==> config.mk <==
export PLATFORM = sky130hd
export DESIGN_NAME = disp_arbiter
export DESIGN_NICKNAME = d
export VERILOG_FILES = /design/src/rtl/disp_arbiter.sv
export SDC_FILE = /design/constraint.sdc
export NUM_CORES = 1
export LEC_CHECK = 0
export ABC_AREA = 1
export BUFFER_PORTS_ARGS = -buffer_cell sky130_fd_sc_hd__buf_2
export CORE_AREA = 2 2 77 79
export CTS_CLUSTER_DIAMETER = 200
export DETAILED_ROUTE_END_ITERATION = 8
export DIE_AREA = 0 0 79 81
export HOLD_SLACK_MARGIN = 0.12
export PLACE_DENSITY = 0.65
export SETUP_SLACK_MARGIN = 0.15
export SLEW_MARGIN = 20
export SYNTH_ARGS = -nofsm -noshare
export SYNTH_HDL_FRONTEND = slang
export SYNTH_SLANG_ARGS = --single-unit
export TNS_END_PERCENT = 50
==> constraint.sdc <==
create_clock -name clk -period 2.05 [get_ports clk]
set_clock_uncertainty 0.05 [all_clocks]
set_input_delay 0.41 -clock clk [delete_from_list [all_inputs] [get_ports clk]]
set_output_delay 0.41 -clock clk [all_outputs]
set_load 0.05 [all_outputs]
==> src/rtl/disp_arbiter.sv <==
// ============================================================================
// Module      : disp_arbiter
// Description : Round-robin arbiter granting one of four sources ownership
//               of a decimal display for a fixed dwell, with a blank gap
//               cycle between different owners.
// Revision    : 1.0
// ============================================================================
`default_nettype none

module disp_arbiter #(
    parameter int unsigned DWELL = 8
) (
    input  logic       clk,
    input  logic       reset,
    input  logic [3:0] req,
    input  logic [7:0] val0,
    input  logic [7:0] val1,
    input  logic [7:0] val2,
    input  logic [7:0] val3,
    input  logic       hold,
    output logic [3:0] grant,
    output logic [7:0] disp_value,
    output logic       disp_enable,
    output logic       dwell_done
);

    typedef enum logic [1:0] {
        IDLE = 2'd0,
        SHOW = 2'd1,
        GAP  = 2'd2
    } state_t;

    localparam logic [15:0] C_DWELL_LAST = 16'(DWELL - 1);

    state_t      state_q, state_d;
    logic [1:0]  last_q, last_d;
    logic [15:0] cnt_q, cnt_d;
    logic [3:0]  grant_q, grant_d;
    logic [7:0]  disp_value_q, disp_value_d;
    logic        disp_enable_q, disp_enable_d;
    logic        dwell_done_q, dwell_done_d;

    logic [7:0]  w_vals [4];
    logic        w_win_found;
    logic [1:0]  w_win_idx;

    assign w_vals[0] = val0;
    assign w_vals[1] = val1;
    assign w_vals[2] = val2;
    assign w_vals[3] = val3;

    // Search starts just after the previous owner; the owner itself is seen last.
    always_comb begin
        logic [1:0] idx;
        w_win_found = 1'b0;
        w_win_idx   = last_q;
        for (int k = 1; k <= 4; k++) begin
            idx = last_q + 2'(k);
            if (!w_win_found && req[idx]) begin
                w_win_found = 1'b1;
                w_win_idx   = idx;
            end
        end
    end

    always_comb begin
        state_d       = state_q;
        last_d        = last_q;
        cnt_d         = cnt_q;
        grant_d       = grant_q;
        disp_value_d  = disp_value_q;
        disp_enable_d = disp_enable_q;
        dwell_done_d  = 1'b0;

        case (state_q)
            SHOW: begin
                disp_value_d = w_vals[last_q];
                if (!req[last_q]) begin
                    state_d       = w_win_found ? GAP : IDLE;
                    grant_d       = 4'b0000;
                    disp_enable_d = 1'b0;
                    cnt_d         = 16'd0;
                end else if (cnt_q == C_DWELL_LAST) begin
                    // hold parks the counter at the last dwell cycle
                    if (!hold) begin
                        dwell_done_d = 1'b1;
                        cnt_d        = 16'd0;
                        if (w_win_idx != last_q) begin
                            state_d       = GAP;
                            grant_d       = 4'b0000;
                            disp_enable_d = 1'b0;
                        end
                    end
                end else begin
                    cnt_d = cnt_q + 16'd1;
                end
            end
            default: begin
                if (w_win_found) begin
                    state_d       = SHOW;
                    grant_d       = 4'b0001 << w_win_idx;
                    last_d        = w_win_idx;
                    cnt_d         = 16'd0;
                    disp_enable_d = 1'b1;
                    disp_value_d  = w_vals[w_win_idx];
                end else begin
                    state_d       = IDLE;
                    grant_d       = 4'b0000;
                    disp_enable_d = 1'b0;
                end
            end
        endcase
    end

    always_ff @(posedge clk) begin
        if (reset) begin
            state_q       <= IDLE;
            last_q        <= 2'd3;
            cnt_q         <= 16'd0;
            grant_q       <= 4'b0000;
            disp_value_q  <= 8'd0;
            disp_enable_q <= 1'b0;
            dwell_done_q  <= 1'b0;
        end else begin
            state_q       <= state_d;
            last_q        <= last_d;
            cnt_q         <= cnt_d;
            grant_q       <= grant_d;
            disp_value_q  <= disp_value_d;
            disp_enable_q <= disp_enable_d;
            dwell_done_q  <= dwell_done_d;
        end
    end

    assign grant       = grant_q;
    assign disp_value  = disp_value_q;
    assign disp_enable = disp_enable_q;
    assign dwell_done  = dwell_done_q;

endmodule

`default_nettype wire

==> out/qor.csv <==
metric,value,unit
vias per inst,5.591,
min-delay worst type,input port to flop,
clock latency on the worst-skew pair,280,ps
flop2flop setup slack,140,ps
first-pass iteration count of the detailed router,6,
CP Capture Type,flop,
FF+latch area,671.9,µm²
logic gate share of total power,76.0,%
switch share,54.63,%
Die Height,81,µm
setup_tns,0,ps
Core Box Area,0.005675,mm²
first-pass GRT wire length,12340,µm
pre-CTS setup slack,-20.43,ps
net switching power,3.208,mW
nets,517,
Chip Width,79,µm
clock share of power,8.7,%
Mapped Cells,399,
WHS Endpoint,dwell_done$_SDFF_PP0_,
Hold Startpoint,hold,
setup ws final,141.4,ps
"Cell Area, Synth",0.002444,mm²
"most common cell after layout, fill and taps aside",nand2_1,
initial core utilization,43.06,%
synth unique cells,34,
Max VDD drop,0.0008505,V
clock net sink count,33,
post-synthesis sequential area ratio,27.04,%
Wirelength per Cell,15.57,µm
Antenna diodes,0,
worst r2r dst,cnt_q[2]$_SDFFE_PP0P_,
period utilisation layout,93.10,%
htree depth,2,
reg2reg start,last_q[0]$_SDFFE_PP1P_,
post-detailed-routing wire length,8596,µm
hold_ws,300.0,ps
Sequential Power Share,15.2,%
DRC marker count from the first detailed-route iteration,356,
unrepaired setup endpoints after global routing,yes,
Internal,2.665,mW
total CTS buffers,5,
FF-to-FF path depth,10,
Worst-Margin Slew,361.5,ps
Tmin final,1909,ps
vias in the first global route,2632,
Routability Congestion,0.8720,
num rows,28,
CTS tree,done,
fillcell total,538,
area grow syn2layout,42.75,%
Final Cell Area,0.003488,mm²
die area,0.006399,mm²
largest net degree at the start of global routing,19,
Syn Nets,439,
Startpoint Class,flop,
hold-critical path depth,2,
CTS Buffer Depth,2,
Pleak,1.508,nW
max_cap viols,0,
DRC violations left,0,
CP required,2210,ps
worst-path maximum fanout,10,
Vias,3086,
number of synthesized register bits,33,
hpwl dp,5266,µm
"Reg clk slew, reported paths",70,ps
final hold violation count,0,
Final Setup Violations,0,
layout cells sized above 1,33.12,%
type of the worst setup path,flop to flop,
hold-fix buffers at CTS,0,
most frequent cells in the layout,"nand2_1, nand3_1, buf_2",
mean post-synth cell area,6.124,µm²
fmax,523.9,MHz
Multi-input gate area,0.001856,mm²
gr usage total,23.75,%
CTS Root Cell,clkbuf_8,
Synth Warn #,0,
slew margin rel.,75.68,%
WP data arrival,2070,ps
I/O Buffers,52,
remaining global-route overflow,0,
area of placed instances,0.002864,mm²
power density over cell area,1684,mW/mm²
run status,finished clean,
initial antenna violation count,0,
"antenna viol nets, final",0,
IO Count,53,
Max Slew Vio Count,0,
==> logic make-up (layout without fill, tap and decap cells) <==
group	count (synthesis)	count (layout)	share of synthesized area [%]
and+or+nand+nor	246	248	45.11
AOI/OAI and AO/OA	65	65	15.98
buffers and inverters	49	125	9.574
DFF	33	33	27.04
xor gates and xnor gates	5	5	1.792
adders and majority gates	1	1	0.5120
==> synth_stat cells <==
cell / number / area share (%)
xnor2_1: 2 / 0.72
buf_4: 1 / 0.31
buf_2: 3 / 0.61
o21ai_0: 9 / 1.8
a21oi_1: 37 / 7.6
nor3_1: 7 / 1.4
o21ai_1: 4 / 0.82
dfxtp_1: 33 / 27
nand3_1: 61 / 12
o21ai_4: 2 / 1.3
xor2_1: 3 / 1.1
nor3b_1: 1 / 0.31
nand4_1: 9 / 2.3
a21boi_0: 1 / 0.31
nor4_1: 3 / 0.77
inv_6: 1 / 0.36
clkinv_1: 1 / 0.15
or2_2: 1 / 0.26
and3_1: 1 / 0.26
nand3_2: 2 / 0.82
a41oi_1: 6 / 2.2
a22oi_1: 4 / 1.2
nor2_2: 2 / 0.51
buf_6: 5 / 2.3
a21oi_2: 2 / 0.72
inv_1: 29 / 4.5
inv_2: 4 / 0.61
clkbuf_1: 4 / 0.61
nor2_4: 1 / 0.46
ha_1: 1 / 0.51
nand2_2: 12 / 3.1
buf_1: 1 / 0.15
nor2_1: 20 / 3.1
nand2_1: 126 / 19
==> worst max-delay path by stage <==
| stage | slack, ps | to | start | cells after the start |
|---|---|---|---|---|
| final | 140 | cnt_q[2]$_SDFFE_PP0P_ | last_q[0]$_SDFFE_PP1P_ | 10 |
| after CTS | 120 | disp_value[0]$_SDFFE_PP0P_ | last_q[0]$_SDFFE_PP1P_ | 15 |
| after global routing | 30 | disp_value[7]$_SDFFE_PP0P_ | last_q[0]$_SDFFE_PP1P_ | 15 |
| after global placement | -50 | state_q[0]$_SDFFE_PP0P_ | cnt_q[0]$_SDFFE_PP0P_ | 8 |
| after floorplan | 160 | cnt_q[13]$_SDFFE_PP0P_ | state_q[0]$_SDFFE_PP0P_ | 11 |
| after detailed placement | -20 | state_q[0]$_SDFFE_PP0P_ | cnt_q[0]$_SDFFE_PP0P_ | 8 |
==> worst max-delay path: stages (launching register included) <==
cell and delay [ps]:
dfxtp_4 380, buf_12 140, inv_16 50, nand2_4 60, nand2_1 100, o21ai_4 220
buf_12 140, nand4_1 210, a21oi_4 290, o21ai_1 90, a21oi_1 110
==> area by class of cell <==
type                            instances  share of cell area, %
Clock buffer                            6                  2.367
Clock inverter                          1                 0.2152
Inverter                               35                  4.627
Multi-Input combinational cell        319                  53.19
Sequential cell                        33                  19.26
Tap cell                               75                  2.690
Timing Repair Buffer                   82                  17.43
Timing Repair inverter                  1                 0.2152
==> registers in the layout, indices dropped and copies added (netlist names) <==
name / count
cnt_q: 16
disp_value: 8
grant: 4
last_q: 2
state_q: 2
dwell_done: 1
==> stage by stage <==
step,utilization (%),total power [mW],instances
2_1_floorplan,-,3.216,399
3_3_place_gp,50.46,4.027,527
3_5_place_dp,50.46,4.059,527
4_1_cts,52.82,4.619,538
5_1_grt,61.46,6.269,552
6_report,61.46,5.873,552
==> power by group through the flow <==
stage                     registers [mW]  logic, mW  clock network (mW)
after global routing               0.910       4.81               0.553
after global placement             0.876       3.15                   0
final                              0.895       4.46               0.513
after CTS                          0.867       3.23               0.527
after detailed placement           0.877       3.18                   0
after floorplan                     1.17       2.04                   0
==> layer usage <==
layer	track usage (%)	vias to the layer above	share of wire [%]
met5	0	-	0
met4	3.448	0	1.2
met3	3.889	17	9.3
met2	37.37	157	46
met1	34.89	1414	43
li1	-	1498	-
==> timing repair <==
item / in CTS / in global routing
gates cloned: 0 / 6
pin swaps: 4 / 17
buffers inserted: 4 / 8
gates resized for setup: 5 / 78
endpoints found under the hold margin: 0 / 0
endpoints found under the setup margin: 29 / 31
Note: power is estimated with default switching activity, not from simulation.
